File: src/rtl/fetch_pkg.sv
// Shared types for the multithreaded fetch stage.
// Holds the decode-facing output bundle, the F1 slot and the NOP word.
`ifndef XLEN
`define XLEN 32
`endif
`ifndef INSTR_WIDTH
`define INSTR_WIDTH 32
`endif

package fetch_pkg;

  localparam int XLEN = `XLEN;
  localparam int IW   = `INSTR_WIDTH;

  // addi x0,x0,0
  localparam logic [IW-1:0] NOP_INSTR = IW'(32'h0000_0013);

  typedef struct packed {
    logic [XLEN-1:0] pc;
    logic [2:0]      tid;
    logic [IW-1:0]   instr;
  } fetch_out_t;

  typedef struct packed {
    logic [XLEN-1:0] pc;
    logic [2:0]      tid;
    logic            valid;
  } f1_slot_t;

endpackage

File: src/rtl/fetch_thread_rr_sel.sv
// Round-robin thread picker: first enabled thread at or after ptr_i.
// In: thread_en_i, ptr_i. Out: sel_tid_o, any_en_o (sel = ptr_i if none).
module thread_rr_sel #(
  parameter int NUM_THREADS = 8
) (
  input  logic [NUM_THREADS-1:0] thread_en_i,
  input  logic [2:0]             ptr_i,
  output logic [2:0]             sel_tid_o,
  output logic                   any_en_o
);

  logic [2:0] idx;

  // Scan from the farthest offset down so the nearest hit wins.
  always_comb begin
    sel_tid_o = ptr_i;
    any_en_o  = 1'b0;
    idx       = '0;
    for (int i = NUM_THREADS - 1; i >= 0; i--) begin
      idx = 3'((int'(ptr_i) + i) % NUM_THREADS);
      if (thread_en_i[idx]) begin
        sel_tid_o = idx;
        any_en_o  = 1'b1;
      end
    end
  end

endmodule

File: src/rtl/fetch.sv
// Multithreaded fetch stage: round-robin PC select, 1-cycle imem, F2 reg.
// Ports: stall/enable/redirect in, imem req/addr/rdata, fetch_o+valid out;
// fetch_count_o exists only when FETCH_PERF_CNT_EN is defined.
import fetch_pkg::*;

module fetch #(
  parameter int              NUM_THREADS = 8,
  parameter logic [XLEN-1:0] RESET_PC    = '0,
  parameter logic [IW-1:0]   NOP_INSTR   = fetch_pkg::NOP_INSTR
) (
  input  logic                   clk,
  input  logic                   rst,
  input  logic                   stall_i,
  input  logic [NUM_THREADS-1:0] thread_en_i,
  input  logic                   redirect_valid_i,
  input  logic [2:0]             redirect_thread_i,
  input  logic [XLEN-1:0]        redirect_pc_i,
  output logic [XLEN-1:0]        imem_addr_o,
  output logic                   imem_req_o,
  input  logic [IW-1:0]          imem_rdata_i,
  output fetch_out_t             fetch_o,
  output logic                   fetch_valid_o
`ifdef FETCH_PERF_CNT_EN
  ,
  output logic [XLEN-1:0]        fetch_count_o
`endif
);

  logic [XLEN-1:0] pc_q [NUM_THREADS];
  logic [XLEN-1:0] pc_d [NUM_THREADS];
  logic [2:0]      ptr_q, ptr_d;
  f1_slot_t        slot_q, slot_d;
  fetch_out_t      out_q, out_d;
  logic            valid_q, valid_d;
  logic [XLEN-1:0] addr_q;
  logic            req_q;

  logic [2:0]      sel_tid;
  logic            any_en;
  logic            redir;
  logic            redir_slot;
  logic            redir_sel;
  logic [XLEN-1:0] redir_pc;
  logic            redir_unused;

  thread_rr_sel #(
    .NUM_THREADS(NUM_THREADS)
  ) u_sel (
    .thread_en_i(thread_en_i),
    .ptr_i      (ptr_q),
    .sel_tid_o  (sel_tid),
    .any_en_o   (any_en)
  );

  assign redir      = redirect_valid_i
                    && (int'(redirect_thread_i) < NUM_THREADS);
  assign redir_slot = redir && (slot_q.tid == redirect_thread_i);
  assign redir_sel  = redir && (sel_tid == redirect_thread_i);
  assign redir_pc   = {redirect_pc_i[XLEN-1:2], 2'b00};
  assign redir_unused = ^redirect_pc_i[1:0];

  always_comb begin
    pc_d        = pc_q;
    ptr_d       = ptr_q;
    slot_d      = slot_q;
    out_d       = out_q;
    valid_d     = valid_q;
    imem_addr_o = addr_q;
    imem_req_o  = req_q;
    if (!stall_i) begin
      imem_addr_o = pc_q[sel_tid];
      imem_req_o  = any_en;
      valid_d     = slot_q.valid && !redir_slot;
      out_d = '{pc: slot_q.pc, tid: slot_q.tid,
                instr: valid_d ? imem_rdata_i : NOP_INSTR};
      slot_d = '{pc: pc_q[sel_tid], tid: sel_tid,
                 valid: any_en && !redir_sel};
      if (any_en) begin
        pc_d[sel_tid] = pc_q[sel_tid] + XLEN'(4);
        ptr_d = (sel_tid == 3'(NUM_THREADS - 1))
              ? 3'd0 : sel_tid + 3'd1;
      end
    end else if (redir_slot) begin
      // Stalled: memory keeps re-reading; just kill the slot.
      slot_d.valid = 1'b0;
    end
    // Applied last so a same-cycle issue of this thread loses.
    if (redir) begin
      pc_d[redirect_thread_i] = redir_pc;
    end
    if (rst) begin
      imem_addr_o = RESET_PC;
      imem_req_o  = 1'b0;
    end
  end

  always_ff @(posedge clk) begin
    if (rst) begin
      for (int i = 0; i < NUM_THREADS; i++) begin
        pc_q[i] <= RESET_PC;
      end
      ptr_q   <= '0;
      slot_q  <= '{pc: RESET_PC, tid: 3'd0, valid: 1'b0};
      out_q   <= '{pc: RESET_PC, tid: 3'd0, instr: NOP_INSTR};
      valid_q <= 1'b0;
      addr_q  <= RESET_PC;
      req_q   <= 1'b0;
    end else begin
      pc_q    <= pc_d;
      ptr_q   <= ptr_d;
      slot_q  <= slot_d;
      out_q   <= out_d;
      valid_q <= valid_d;
      addr_q  <= imem_addr_o;
      req_q   <= imem_req_o;
    end
  end

  assign fetch_o       = out_q;
  assign fetch_valid_o = valid_q;

`ifdef FETCH_PERF_CNT_EN
  logic [XLEN-1:0] cnt_q, cnt_d;

  // Counts instructions decode actually takes.
  always_comb begin
    cnt_d = cnt_q + {{(XLEN-1){1'b0}}, valid_q & ~stall_i};
  end

  always_ff @(posedge clk) begin
    if (rst) cnt_q <= '0;
    else     cnt_q <= cnt_d;
  end

  assign fetch_count_o = cnt_q;
`endif

endmodule

File: config.mk
export PLATFORM = sky130hd
export DESIGN_NAME = fetch
export DESIGN_NICKNAME = d
export VERILOG_FILES = /design/src/rtl/fetch_pkg.sv /design/src/rtl/fetch_thread_rr_sel.sv /design/src/rtl/fetch.sv
export SDC_FILE = /design/constraint.sdc
export NUM_CORES = 1
export LEC_CHECK = 0
export ABC_AREA = 1
export BUFFER_PORTS_ARGS = -buffer_cell sky130_fd_sc_hd__buf_2
export CAP_MARGIN = 20
export CORE_MARGIN = 2
export CORE_UTILIZATION = 35
export CTS_CLUSTER_DIAMETER = 60
export DETAILED_ROUTE_END_ITERATION = 10
export PLACE_DENSITY_LB_ADDON = 0.3
export RECOVER_POWER = 25
export SLEW_MARGIN = 40
export SYNTH_ARGS = -nofsm -noshare
export SYNTH_HDL_FRONTEND = slang
export SYNTH_SLANG_ARGS = --single-unit
File: constraint.sdc
create_clock -name clk -period 9.8 [get_ports clk]
set_clock_uncertainty 0.1 [all_clocks]
set_input_delay 1.96 -clock clk [delete_from_list [all_inputs] [get_ports clk]]
set_output_delay 1.96 -clock clk [all_outputs]
set_load 0.05 [all_outputs]
==> results of run 1 <==
[state kept, by name (all words and copies together) (netlist names)]
| name | cells |
|---|---|
| addr_q | 32 |
| fetch_o | 67 |
| fetch_valid_o | 1 |
| pc_q | 256 |
| ptr_q | 3 |
| req_q | 1 |
| slot_q | 36 |
[cells in the final DEF, fill, tap and decap left out, types with 2 or more instances in the layout]
master	instances
xor2_4	4
o21ai_0	128
inv_1	208
nor2_4	23
nand3_1	109
nand3b_1	83
nand2_1	915
o211ai_1	6
nand4_1	3
a211oi_1	10
a21oi_1	542
xor2_2	3
nand2_2	19
ha_1	5
buf_12	2
xnor2_1	2
a21oi_4	2
o22ai_1	5
a221oi_1	2
xnor2_2	4
a22o_1	2
bufinv_16	4
nor2_1	253
o31ai_1	7
xor2_1	4
clkinv_2	7
clkbuf_16	48
buf_2	107
buf_4	43
buf_6	4
a22oi_1	72
o21ai_1	8
clkbuf_8	7
dfxtp_1	396
clkbuf_1	85
nor2_2	21
inv_2	5
nand2_4	2
inv_6	3
clkinv_1	17
[worst max-delay path, delay by kind of cell]
family / cells / cell delay, ns
AND/OR/NAND/NOR: 1 / 0.51
buffers and inverters: 4 / 3.88
AO/OA/AOI/OAI: 1 / 0.11
[routing by layer]
metal | share of wire (%) | vias to the layer above | GRT usage [%]
met5 | 0 | - | 0
met4 | 3.1 | 0 | 8.483
met3 | 8.6 | 173 | 4.045
met2 | 44 | 899 | 37.86
met1 | 44 | 9654 | 34.62
li1 | - | 10160 | -
[final cells by class]
type | count | area (sq um) | share of cell area (%)
flip-flops and latches | 396 | 7928 | 34.05
clock buffers | 70 | 1354 | 5.815
well taps | 765 | 957.2 | 4.112
repair buffers | 227 | 1234 | 5.299
inverters | 233 | 878.3 | 3.773
clock inverters | 14 | 196.4 | 0.8438
multi-input cells | 2242 | 10730 | 46.10
[kinds of logic after synthesis]
logic type	count (synthesis)
compound gates	788
xor+xnor	17
fa+ha+maj	5
buf+inv	431
flops	396
simple gates	1432
[stage by stage]
step	cell area, sq um	util [%]	setup slack [ns]	hold slack, ns	cells
2_1_floorplan	20270	-	2.853	0.3121	3069
4_1_cts	23330	40.59	1.990	0.3329	3945
5_1_grt	23280	40.50	0.8014	0.3539	3947
3_3_place_gp	21760	37.86	2.005	0.3228	3861
6_report	23280	40.50	1.260	0.3300	3947
3_5_place_dp	21780	37.90	1.997	0.3234	3861
[path summary, 6_finish.rpt]
kind,startpoint,to
setup / recovery,stall_i,imem_addr_o[26]
hold / removal,pc_q[33],pc_q[33]
hold reg to reg,pc_q[33],pc_q[33]
setup reg to reg,ptr_q[0],pc_q[24]
==> metrics.cfg, run 1 <==
[synth]
synth_top_cell_area_share_pct=39.11
yosys-top-cells-area=dfxtp_1, nand2_1, a21oi_1
synth_top_area_cell=dfxtp_1
async_flop_share_pct=0
synth.ff_latch_count=396
synth_top_family_by_area=simple AND/OR/NAND/NOR gates
syn_nets=3153
yosys.area_share.adder_pct=0.3087
synth_ff_type=dfxtp_1
yosysMostFrequentCell=nand2_1
yosys_warnings=0
postSynthCellCount=3069
syn_avg_cell_area_sq_um=6.604
synth-compound-area-share_pct=20.85
synth_edf_count=0
netlist_area_sq_um=20270
synth_cell_types=43
synth_xor_area_share_pct=1.364
synth_top_cells_by_count=nand2_1, a21oi_1, dfxtp_1, nor2_1, inv_1
ys_seq_area_share_pct=39.11
muxShareOfSynthArea_pct=0
synth_simple_gate_area_share_pct=29.95

[floorplan]
dieArea_sq_um=59850
core_sq_um=57480
die_width_microns=244.6
dieHeight_microns=244.6
io_pins=180
initial_core_util_pct=35.26
fp-row-count=88

[worst_setup_path]
max_stage_delay_ns=1.86
path_class=input pin to primary output
regToRegSetupSlack_ns=3.40
worstRegToRegCells=25
slowest_stage=clkinvlp_2
path_max_fanout=62
worstPathRequired_ns=7.74
start_kind=input pin
path_cells=buf_4 -> clkinvlp_2 -> clkbuf_1 -> nand2_1 -> a21oi_1 -> buf_2
cp-end-kind=primary output
crit_arrival_ns=6.48

[route]
detail_route.vias_per_cell=5.290
vias=20880
antenna_left=0
wl_per_cell_microns=19.06
drt_iter0_drc=2156
drc=0
drtPass1Iterations=6
drt_wl_total_microns=75240

[clock_tree]
post-cts-setup-buffer-count=0
cts_tree=built
root_buffer=clkbuf_16
clk_pin_slew_ns=0.06
cts_made_buffers=47
ctsHoldBuffers=0
ctsResizeCount=0
clockBufferDepth=3
clk_latency_ns=0.59
cts_sinks=396
h-tree-depth=2

[final_layout]
fillCellCount=6241
area_growth_syn_to_layout_pct=14.86
drive_gt1_share_pct=9.931
antenna_cells=0
finalNetCount=3231

[worst_hold_path]
holdCritPathClass=flop to flop
min_path_cells=2

[run_status]
status=finished, violations left
violations=capacitance limit, slew limit

[grt]
grt_pass1_vias=18680
grt_max_degree=96
antenna_found_initial=0
track_usage_pct=24.57
grt_pass1_wl_microns=114200
grt_overflow_total=0

[timing]
fin_setup_tns_ns=0
layout_min_cycle_time_ns=8.540
slew_viol_final=200
max_freq_mhz=117.1
worst_pin_slew_ns=3.936
relSlewSlack_pct=-162.4
setup_viol=0
grt_setup_unrepaired=false
fin_crit_sh_pct=87.14
final_hold_viol_count=0

[placed_design]
dpl.hpwl_microns=45420
gp_congestion=0.9029
io_buffers=177

[flow_run]
cap_violations=3

Power of run 1 is left out: the tool's default activity adds up to more than one toggle a clock period on the data nets, which glitch-free logic cannot reach.
==> run 2: changes to the inputs <==
--- a/config.mk
+++ b/config.mk
@@ -7,7 +7,7 @@
 export LEC_CHECK = 0
 export ABC_AREA = 1
 export BUFFER_PORTS_ARGS = -buffer_cell sky130_fd_sc_hd__buf_2
-export CAP_MARGIN = 20
+export CAP_MARGIN = 30
 export CORE_MARGIN = 2
 export CORE_UTILIZATION = 35
 export CTS_CLUSTER_DIAMETER = 60
==> constraint.sdc (replaced) <==
create_clock -name clk -period 9.9 [get_ports clk]
set_clock_uncertainty 0.1 [all_clocks]
set_input_delay 1.98 -clock clk [delete_from_list [all_inputs] [get_ports clk]]
set_output_delay 1.98 -clock clk [all_outputs]
set_load 0.05 [all_outputs]
==> run 2 against run 1 <==
The flow still finishes with violations (capacitance limit, slew limit). Via count down 1.1%. Worst setup slack better by 0.71 ns. Sequential share of layout area about the same. Final area about the same. Non-clock buffer count down 2. Final cell count about the same. Global-route usage down 0.080 points. Critical endpoint is now pc_q[101]. Worst hold slack better by 0.00082 ns. Clock-buffer cell count down 2. Critical path depth unchanged. Largest cell class unchanged.
==> metrics.cfg, run 2 (synthesized netlist as in run 1, its figures left out) <==
[placed_design]
dp_cells=3859
gp_congestion=0.9068
io_buffers=177
dpl.hpwl_microns=45440

[route]
wl_per_cell_microns=19.06
drt_wl_total_microns=75160
drt_iter0_drc=2041
antenna_left=0
drtPass1Iterations=6
vias=20650
drc=0
detail_route.vias_per_cell=5.235

[grt]
grt_pass1_vias=18230
antenna_found_initial=0
track_usage_pct=24.49
grt_pass1_wl_microns=113500
grt_max_degree=148
grt_overflow_total=0

[timing]
slew_viol_final=121
relSlewSlack_pct=-168.6
layout_min_cycle_time_ns=7.927
fin_setup_tns_ns=0
final_hold_viol_count=0
grt_setup_unrepaired=false
max_freq_mhz=126.2
fin_crit_sh_pct=80.07
setup_viol=0
worst_pin_slew_ns=4.029

[floorplan]
dieArea_sq_um=59850
die_width_microns=244.6
io_pins=180
dieHeight_microns=244.6
core_sq_um=57480
fp-row-count=88
initial_core_util_pct=35.26

[worst_setup_path]
slowest_stage=clkbuf_1
path_cells=clkbuf_1 -> buf_12 -> clkinvlp_2 -> clkbuf_1 -> nand2_1 -> a22oi_1
worstRegToRegCells=26
start_kind=input pin
cpLargestDelayFamily=buffers and inverters
worstPathRequired_ns=10.30
crit_top_cell=clkbuf_1
r2r_end=pc_q[134]
rr_startpoint=ptr_q[0]
cp-end-kind=flop
path_max_fanout=147
max_stage_delay_ns=2.86
path_class=input pin to flop
critPathBufInv=4
regToRegSetupSlack_ns=3.80
crit_arrival_ns=8.33

[clock_tree]
cts_made_buffers=46
clockBufferDepth=3
clk_pin_slew_ns=0.06
cts_tree=built
ctsHoldBuffers=0
root_buffer=clkbuf_16
post-cts-setup-buffer-count=0
clk_latency_ns=0.61
h-tree-depth=2
cts_sinks=396
ctsResizeCount=0

[final_layout]
stdcell_count=3944
fillCellCount=6229
finalNetCount=3228
largest_register_ffs=256
layout_common_cells=nand2_1, a21oi_1, dfxtp_1
regMostFlops=pc_q
seq_area_sq_um=7928
area_growth_syn_to_layout_pct=14.91
multi_input_area_sq_um=10750
drive_gt1_share_pct=10.03
antenna_cells=0
final_common_cell=nand2_1

[worst_hold_path]
min_to=pc_q[33]
min_path_cells=2
holdCritPathClass=flop to flop
min_from=pc_q[33]

[run_status]
violations=capacitance limit, slew limit
status=finished, violations left

[flow_run]
cap_violations=2

==> run 2: worst max path at each step <==
stage	from	end	cells after the start
after detailed placement	thread_en_i[1]	imem_addr_o[14]	24
after global routing	rst	pc_q[165]	6
after floorplan	thread_en_i[5]	imem_addr_o[0]	22
after CTS	thread_en_i[1]	imem_addr_o[14]	24
final	rst	pc_q[101]	6
after global placement	thread_en_i[1]	imem_addr_o[14]	24
==> run 2: stage by stage <==
| stage | setup WS (ns) | cell area, sq um | utilization, % | hold slack (ns) |
|---|---|---|---|---|
| floorplan | 2.913 | 20270 | - | 0.3121 |
| global placement | 1.976 | 21760 | 37.86 | 0.3230 |
| detailed placement | 1.999 | 21770 | 37.88 | 0.3253 |
| CTS | 2.000 | 23340 | 40.62 | 0.3345 |
| global route | 1.424 | 23290 | 40.52 | 0.3489 |
| finish | 1.973 | 23290 | 40.52 | 0.3308 |
==> run 2: worst reg2reg max path: stages, from the launching register on <==
cell      delay, ns
dfxtp_1        0.61
inv_2          0.23
ha_1           0.46
inv_1          0.19
nand3_1        0.15
nand3_1        0.13
nand2_1        0.11
nand2_1        0.08
nand2_1        0.05
nand2_1        0.05
nand2_1        0.05
nand2_1        0.07
nand2_2        0.08
nand2_2        0.08
nand2_4        0.21
buf_4          0.38
buf_4          0.39
nand3b_1       0.21
nand2_1        0.06
nand2_1        0.06
nand2_1        0.07
nor2_1         0.48
ha_1           0.45
nand3_1        0.28
xnor2_1        0.73
nand2_1        0.10
a22oi_1        0.17
==> run 2: layout make-up <==
class,instances,share of cell area (%)
sequential,396,34.04
clock inverter,15,0.9831
clock buffer,68,5.770
timing repair buffer,225,5.168
inverter,233,3.777
tap,765,4.110
multi-input combinational,2242,46.15
==> run 2: per-layer routing <==
metal	global-route usage, %	up-vias	wire (microns)
li1	-	10150	-
met2	37.78	917	32850
met5	0	-	0
met1	34.51	9406	32970
met3	3.925	175	6830
met4	8.537	0	2508
Power of run 2 is left out for the same reason.
